`config.mk`:
```
export PLATFORM = sky130hd
export DESIGN_NAME = imem_loader
export DESIGN_NICKNAME = d
export VERILOG_FILES = /design/src/rtl/imem_loader.sv
export SDC_FILE = /design/constraint.sdc
export NUM_CORES = 1
export LEC_CHECK = 0
export CORE_ASPECT_RATIO = 0.9
export CORE_MARGIN = 2
export CORE_UTILIZATION = 50
export DETAILED_ROUTE_END_ITERATION = 7
export HOLD_SLACK_MARGIN = 0.15
export PLACE_DENSITY = 0.83
export SLEW_MARGIN = 5
export SYNTH_ARGS = -nofsm -noshare
export SYNTH_HDL_FRONTEND = slang
export SYNTH_SLANG_ARGS = --single-unit
```
`constraint.sdc`:
```
create_clock -name clk -period 3.7 [get_ports clk]
set_input_delay 0.555 -clock clk [delete_from_list [all_inputs] [get_ports clk]]
set_output_delay 0.555 -clock clk [all_outputs]
set_load 0.01 [all_outputs]
```
`src/rtl/imem_loader.sv`:
```
// Instruction-ROM loader: writes a valid/ready byte stream to ROM from address 0 and pads it to a
// word boundary. The pipeline is held until the image is complete. Optional macro IMEM_LOADER_CHECKSUM_EN.
module imem_loader #(
    parameter int ADDR_WIDTH = 8,
    parameter int DEPTH      = 256
) (
    input  logic                  clk,
    input  logic                  reset,
    input  logic                  start,
    input  logic                  in_valid,
    input  logic [7:0]            in_data,
    input  logic                  in_last,
    output logic                  in_ready,
    output logic                  mem_we,
    output logic [ADDR_WIDTH-1:0] mem_addr,
    output logic [7:0]            mem_wdata,
    output logic                  pipe_hold,
    output logic                  done,
    output logic                  overflow,
    output logic [ADDR_WIDTH:0]   byte_count,
    output logic [7:0]            checksum
);

    typedef enum logic [1:0] {
        ST_IDLE = 2'd0,
        ST_LOAD = 2'd1,
        ST_PAD  = 2'd2,
        ST_DONE = 2'd3
    } state_t;

    localparam logic [ADDR_WIDTH-1:0] ADDR_ZERO = '0;
    localparam logic [ADDR_WIDTH-1:0] ADDR_ONE  = {{(ADDR_WIDTH-1){1'b0}}, 1'b1};
    localparam logic [ADDR_WIDTH-1:0] ADDR_LAST = ADDR_WIDTH'(DEPTH - 1);
    localparam logic [ADDR_WIDTH:0]   CNT_ZERO  = '0;
    localparam logic [ADDR_WIDTH:0]   CNT_ONE   = {{ADDR_WIDTH{1'b0}}, 1'b1};

    state_t                  state_r,      state_s;
    logic [ADDR_WIDTH-1:0]   addr_r,       addr_s;
    logic                    mem_we_r,     mem_we_s;
    logic [ADDR_WIDTH-1:0]   mem_addr_r,   mem_addr_s;
    logic [7:0]              mem_wdata_r,  mem_wdata_s;
    logic [ADDR_WIDTH:0]     byte_count_r, byte_count_s;
    logic                    overflow_r,   overflow_s;
    logic                    done_r,       done_s;
    logic                    pipe_hold_r;
    logic                    sum_clr_s;

    // Next-state and datapath decode; every register value is produced here first.
    always_comb begin
        state_s      = state_r;
        addr_s       = addr_r;
        mem_we_s     = 1'b0;
        mem_addr_s   = mem_addr_r;
        mem_wdata_s  = mem_wdata_r;
        byte_count_s = byte_count_r;
        overflow_s   = overflow_r;
        done_s       = done_r;
        sum_clr_s    = 1'b0;

        case (state_r)
            ST_IDLE: begin
                if (start) begin
                    state_s      = ST_LOAD;
                    addr_s       = ADDR_ZERO;
                    byte_count_s = CNT_ZERO;
                    overflow_s   = 1'b0;
                    done_s       = 1'b0;
                    sum_clr_s    = 1'b1;
                end else begin
                    state_s = ST_IDLE;
                end
            end
            ST_LOAD: begin
                if (in_valid) begin
                    mem_we_s     = 1'b1;
                    mem_addr_s   = addr_r;
                    mem_wdata_s  = in_data;
                    addr_s       = addr_r + ADDR_ONE;
                    byte_count_s = byte_count_r + CNT_ONE;
                    // Word-aligned last byte or a full ROM finishes without padding.
                    if (in_last && (addr_r[1:0] == 2'b11)) begin
                        state_s = ST_DONE;
                    end else if (in_last) begin
                        state_s = ST_PAD;
                    end else if (addr_r == ADDR_LAST) begin
                        state_s = ST_DONE;
                    end else begin
                        state_s = ST_LOAD;
                    end
                end else begin
                    state_s = ST_LOAD;
                end
            end
            ST_PAD: begin
                mem_we_s     = 1'b1;
                mem_addr_s   = addr_r;
                mem_wdata_s  = 8'h00;
                addr_s       = addr_r + ADDR_ONE;
                byte_count_s = byte_count_r + CNT_ONE;
                if (addr_r[1:0] == 2'b11) begin
                    state_s = ST_DONE;
                end else begin
                    state_s = ST_PAD;
                end
            end
            ST_DONE: begin
                if (start) begin
                    state_s      = ST_LOAD;
                    addr_s       = ADDR_ZERO;
                    byte_count_s = CNT_ZERO;
                    overflow_s   = 1'b0;
                    done_s       = 1'b0;
                    sum_clr_s    = 1'b1;
                end else begin
                    // done rises one cycle after entry, i.e. after the final write strobe.
                    done_s = 1'b1;
                    if (in_valid) begin
                        overflow_s = 1'b1;
                    end else begin
                        overflow_s = overflow_r;
                    end
                end
            end
            default: begin
                state_s = ST_IDLE;
            end
        endcase
    end

    // State and output registers with synchronous active-low reset.
    always_ff @(posedge clk) begin
        if (!reset) begin
            state_r      <= ST_IDLE;
            addr_r       <= ADDR_ZERO;
            mem_we_r     <= 1'b0;
            mem_addr_r   <= ADDR_ZERO;
            mem_wdata_r  <= 8'h00;
            byte_count_r <= CNT_ZERO;
            overflow_r   <= 1'b0;
            done_r       <= 1'b0;
            pipe_hold_r  <= 1'b1;
        end else begin
            state_r      <= state_s;
            addr_r       <= addr_s;
            mem_we_r     <= mem_we_s;
            mem_addr_r   <= mem_addr_s;
            mem_wdata_r  <= mem_wdata_s;
            byte_count_r <= byte_count_s;
            overflow_r   <= overflow_s;
            done_r       <= done_s;
            pipe_hold_r  <= ~done_s;
        end
    end

`ifdef IMEM_LOADER_CHECKSUM_EN
    logic [7:0] checksum_r, checksum_s;

    // Running mod-256 sum of every byte written, pad bytes included.
    always_comb begin
        checksum_s = checksum_r;
        if (sum_clr_s) begin
            checksum_s = 8'h00;
        end else if (mem_we_s) begin
            checksum_s = checksum_r + mem_wdata_s;
        end else begin
            checksum_s = checksum_r;
        end
    end

    // Checksum register.
    always_ff @(posedge clk) begin
        if (!reset) begin
            checksum_r <= 8'h00;
        end else begin
            checksum_r <= checksum_s;
        end
    end

    assign checksum = checksum_r;
`else
    logic unused_sum_clr_s;
    assign unused_sum_clr_s = sum_clr_s;
    assign checksum         = 8'h00;
`endif

    assign in_ready   = (state_r == ST_LOAD);
    assign mem_we     = mem_we_r;
    assign mem_addr   = mem_addr_r;
    assign mem_wdata  = mem_wdata_r;
    assign byte_count = byte_count_r;
    assign overflow   = overflow_r;
    assign done       = done_r;
    assign pipe_hold  = pipe_hold_r;

endmodule

```
==> impl_metrics.tcl, run 1 <==
set metrics [dict create \
    status "finished clean" \
    ir_worst_vdd_v 0.000244 \
    die_h_um 60.7 \
    grt_pass1_wl_mm 5.76 \
    insertion_delay_ns 0.29 \
    dp_hpwl_mm 2.59 \
    synthToLayoutAreaGrowth_pct 26.1 \
    holdCritStartpoint "mem_addr[1]" \
    clock_skew_ns 0.00142 \
    grt_antenna_before_repair 0 \
    min_period_ns 2.26 \
    p_per_area_nw_per_um2 350 \
    finalSetupTns_ns 0 \
    synthTopCellsByArea "dfxtp_1, nand2_1, xnor2_1, ha_1, nor2b_1" \
    leakage_nw 0.753 \
    synthDistinctLibCells 34 \
    setup_viol 0 \
    cts_tree "built" \
    antenna_cells 0 \
    overflow 0 \
    power_frac_clock_pct 32.6 \
    fillers 306 \
    num_io_pins 51 \
    slew_violations 0 \
    yosysTopAreaCell "dfxtp_1" \
    start_util_pct 52.5 \
    final_antenna_net_count 0 \
    cts_buffer_depth 2 \
    crit_type "flip-flop to flip-flop" \
    yosysWarnings 0 \
    port_buffers 42 \
    place_congestion 0.792 \
    async_reset_ff_share_pct 0 \
    p_seq_share_pct 55.2 \
    vias_per_cell 5.16 \
    grt_pass1_vias 1313 \
    tightest_slew_ns 1.05 \
    htreeDepth 2 \
    syn_area_per_cell_um2 8.71 \
    swShare_pct 24.4 \
    start_kind "flip-flop" \
    grt_use_total_pct 19.4 \
    r2r_end "addr_r[6]" \
    r2r_slack_ns 1.44 \
    reg2reg_depth 6 \
    die_x_um 67.0 \
    first_pass_iters 4 \
    layout-drive-gt1-share_pct 3.29 \
    power_frac_comb_pct 12.2 \
    grt_max_degree 28 \
    max_freq_mhz 442 \
    clock-sinks 39 \
    maxSlewHeadroom_pct 29.4 \
    wl_per_cell_um 12.4 \
    cts_resized 0 \
    required_ns 3.90 \
    num_vias 1480 \
    fin_crit_sh_pct 61.2 \
    root_buffer "clkbuf_8" \
    synth-edff-count 0 \
    power.switching_uw 192 \
    rows 20 \
    maxCapViolCount 0 \
    dpl_worst_slack_ns 1.23 \
    synth-seq-cells 39 \
    ys_dominant_reg_cell "dfxtp_1" \
    synth_cells 205 \
    wl_mm 3.57 \
    synth_top_area_share_pct 43.7 \
    drt_iter0_markers 86 \
    hold_class "flip-flop to flip-flop" \
    die_area_um2 4070 \
    cts_hold_buffers 0 \
    hold_viol 0 \
    coreArea_um2 3400 \
    p_int_uw 595 \
    whs_path_depth 2 \
    reg2reg_from "state_r[0]" \
    yosysSeqAreaShare_pct 43.7 \
    setup_slack_ns 1.44 \
    cts_buffers 5 \
    rsz0062_at_grt "false" \
    synth_area_um2 1790 \
    arrival_ns 2.47 \
    route.detailed.drc 0 \
    cts.clk_slew.worst_paths_ns 0.06 \
    critPathCaptureType "flip-flop" \
    design.final.nets 263 \
    post_cts_buffers 0 \
    crit_fanout 14 \
    whs_endpoint "mem_addr[1]" \
]
## Yosys cell counts (5+ instances only)
master / count
a21boi_0: 8
a21oi_1: 5
a22oi_1: 8
buf_4: 8
clkbuf_1: 7
dfxtp_1: 39
ha_1: 6
inv_1: 5
nand2_1: 26
nand3_1: 6
nor2_1: 17
nor2b_1: 11
o21ai_0: 10
xnor2_1: 11
## power by group through the flow
stage | clock network (mW) | registers, mW | logic (mW)
6_report | 0.256 | 0.435 | 0.0961
5_1_grt | 0.280 | 0.435 | 0.107
4_1_cts | 0.265 | 0.435 | 0.0966
3_5_place_dp | 0 | 0.444 | 0.0960
3_3_place_gp | 0 | 0.444 | 0.0948
2_1_floorplan | 0 | 0.446 | 0.0646
## worst max-delay path by stage
stage	start	end	depth (start not counted)
6_report	state_r[0]	addr_r[6]	6
3_5_place_dp	in_valid	mem_wdata[3]	5
4_1_cts	state_r[0]	addr_r[6]	6
2_1_floorplan	flip-flop	byte_count[8]	8
3_3_place_gp	in_valid	mem_wdata[5]	5
5_1_grt	state_r[0]	addr_r[6]	6
## cell families after synthesis
kind of cell	count (synthesis)	share of synthesized area [%]
xor+xnor	11	5.40
flops	39	43.7
buf+inv	22	7.15
fa+ha+maj	6	4.20
compound gates	39	14.2
simple gates	86	24.5
mux	1	0.561
other cells	1	0.210
## metrics by stage
stage	cells	utilization (%)	hold WS (ns)	power, mW	instance area, um^2
floorplan	212	-	0.452	0.510	1810
global placement	281	64.0	0.453	0.539	2180
detailed placement	281	64.0	0.465	0.540	2180
CTS	287	66.1	0.472	0.796	2250
global route	287	66.1	0.503	0.823	2250
finish	287	66.1	0.466	0.787	2250
## critical path: stages, from the launching register on
cell,delay [ns]
dfxtp_1,0.38
inv_1,0.10
ha_1,0.41
nor2_1,0.66
nor3_1,0.20
a31o_2,0.30
a21oi_1,0.14
## placed cells by master (no fill, tap or decap), types with 3 or more instances in the layout
cell and n:
a21boi_0 8, nor3b_1 3, nor2b_1 11, conb_1 8
and2_1 3, o21ai_0 10, inv_1 5, nand2_1 26
nor4_1 4, nand3_1 6, a22oi_1 8, clkdlybuf4s50_1 42
dfxtp_1 39, nor3_1 3, nor2_1 17, ha_1 6
a21oi_1 5, clkbuf_8 5, xnor2_1 11, nand2b_1 4
## sequential cells by signal (all words and copies together), names as in the netlist, named ones only
signal / flops
mem_addr: 8
mem_wdata: 8
state_r: 1
done: 1
overflow: 1
addr_r: 8
mem_we: 1
byte_count: 9
pipe_hold: 1
## cell type report
class	count	area [um^2]	area share [%]
Clock buffer	6	72.6	3.22
Inverter	5	18.8	0.834
Multi-Input combinational cell	151	903	40.1
Sequential cell	39	781	34.7
Tap cell	44	55.1	2.45
Timing Repair Buffer	42	420	18.7
## per-layer routing
metal | global-route usage (%) | up-vias | wire length, um
li1 | - | 759 | -
met1 | 24.9 | 681 | 1610
met2 | 30.1 | 36 | 1690
met3 | 6.12 | 4 | 196
met4 | 9.04 | 0 | 70
met5 | 0 | - | 0
Note: power is estimated with default switching activity, not from simulation.
==> run 2: changes to the inputs <==
Settings changed: CORE_UTILIZATION 50 to 47, PLACE_DENSITY 0.83 to 0.79.
Clock period 3.7 ns to 2.24 ns, I/O delays scaled along.
==> impl_metrics.tcl, run 2 (synthesis gave the netlist of run 1 again) <==
set metrics [dict create \
    cts_tree "built" \
    insertion_delay_ns 0.30 \
    cp_slowest_cell "clkdlybuf4s50_1" \
    swShare_pct 22.6 \
    reg2reg_from "state_r[0]" \
    rows 21 \
    wl_per_cell_um 12.9 \
    grt_pass1_vias 1360 \
    fin_crit_sh_pct 87.3 \
    first_pass_iters 4 \
    grt_antenna_before_repair 0 \
    start_util_pct 48.5 \
    max_freq_mhz 511 \
    vias_per_cell 5.09 \
    maxSlewHeadroom_pct 65.4 \
    wl_mm 3.85 \
    crit_chain "inv_1 > ha_1 > buf_4 > clkdlybuf4s50_1" \
    arrival_ns 1.62 \
    root_buffer "clkbuf_8" \
    htreeDepth 2 \
    hold_viol 0 \
    start_kind "flip-flop" \
    finalSetupTns_ns 0 \
    route.detailed.drc 0 \
    cpLargestDelayFamily "buffers and inverters" \
    grt_use_total_pct 19.5 \
    power.total_mw 1.59 \
    die_area_um2 4310 \
    coreArea_um2 3680 \
    crit_type "flip-flop to output pin" \
    final_common_cell "clkdlybuf4s50_1" \
    num_io_pins 51 \
    status "finished clean" \
    power_frac_comb_pct 11.4 \
    critPathCaptureType "output pin" \
    die_h_um 62.5 \
    num_vias 1521 \
    critPathBufInv 3 \
    leakage_nw 0.821 \
    cts_buffer_depth 2 \
    p_seq_share_pct 45.0 \
    place_congestion 0.868 \
    grt_max_degree 17 \
    holdCritStartpoint "mem_addr[0]" \
    maxCapViolCount 0 \
    largest_reg_flops 9 \
    design.final.nets 271 \
    reg2reg_depth 6 \
    cts_resized 0 \
    rsz0062_at_grt "false" \
    p_int_mw 1.23 \
    r2r_end "byte_count[8]" \
    synthToLayoutAreaGrowth_pct 32.9 \
    grt_pass1_wl_mm 6.34 \
    clock_skew_ns 0.00735 \
    tightest_slew_ns 0.516 \
    hold_class "flip-flop to flip-flop" \
    whs_path_depth 2 \
    postPlaceCellArea_um2 2240 \
    slew_violations 0 \
    power_frac_clock_pct 43.6 \
    crit_fanout 9 \
    ir_worst_vdd_v 0.000456 \
    cts.clk_slew.worst_paths_ns 0.07 \
    max_stage_delay_ns 0.54 \
    final_antenna_net_count 0 \
    overflow 0 \
    cts_hold_buffers 0 \
    dp_hpwl_mm 2.77 \
    whs_endpoint "mem_addr[0]" \
    min_period_ns 1.96 \
    die_x_um 69.0 \
    r2r_slack_ns 0.40 \
    p_per_area_nw_per_um2 672 \
    port_buffers 42 \
    required_ns 1.90 \
    stdcell_area_um2 2370 \
    final_cell_mix "clkdlybuf4s50_1, dfxtp_1, nand2_1" \
    setup_viol 0 \
    post_cts_buffers 0 \
    layout-drive-gt1-share_pct 7.11 \
    antenna_cells 0 \
    clock-sinks 39 \
    power.switching_uw 360 \
    drt_iter0_markers 93 \
    cts_buffers 5 \
]
[run 2: cell count changes in the layout (fill, tap and decap cells not counted), sizes merged]
cell    previous run  this run
buf                0         8
bufinv             0         2
[run 2: layer usage]
layer	global-route usage, %	vias to the layer above	wire length [um]
met5	0	-	0
met2	26.6	49	1760
met3	4.50	6	178
met4	10.0	0	78
li1	-	776	-
met1	28.3	690	1830
[run 2: power by group through the flow]
| stage | clock (mW) | combinational (mW) | sequential, mW |
|---|---|---|---|
| final | 0.696 | 0.181 | 0.718 |
| after global placement | 0 | 0.174 | 0.733 |
| after global routing | 0.742 | 0.198 | 0.720 |
| after detailed placement | 0 | 0.177 | 0.734 |
| after floorplan | 0 | 0.107 | 0.736 |
| after CTS | 0.705 | 0.180 | 0.717 |
[run 2: how the worst max path moves through the flow]
stage                    from             to  cells past startpoint
global route        flip-flop       in_ready                      4
detailed placement   in_valid    mem_addr[7]                      6
finish              flip-flop       in_ready                      4
global placement        start  byte_count[8]                      5
floorplan           flip-flop  byte_count[8]                      8
CTS                 flip-flop       in_ready                      4
[run 2: worst reg2reg max path, cell delays in order, from the launching register on]
cell and delay [ns]:
dfxtp_1 0.38, inv_1 0.11, ha_1 0.33, nor2_1 0.11, or3_1 0.37, or3_1 0.35, a21oi_1 0.14
[run 2: cell type report]
| class | instances | area (um^2) |
|---|---|---|
| Timing Repair Buffer | 50 | 480 |
| Tap cell | 46 | 57.6 |
| Multi-Input combinational cell | 151 | 903 |
| Clock buffer | 6 | 72.6 |
| Fill cell | 322 | 1310 |
| Clock inverter | 2 | 60.1 |
| Sequential cell | 39 | 781 |
| Inverter | 5 | 18.8 |
[run 2: through the flow]
step	hold slack (ns)	utilization (%)	worst slack [ns]	cells
6_report	0.459	64.5	0.284	299
5_1_grt	0.488	64.5	0.205	299
4_1_cts	0.465	64.5	0.281	299
3_5_place_dp	0.455	60.9	0.214	291
3_3_place_gp	0.450	60.9	0.253	291
2_1_floorplan	0.452	-	0.339	212
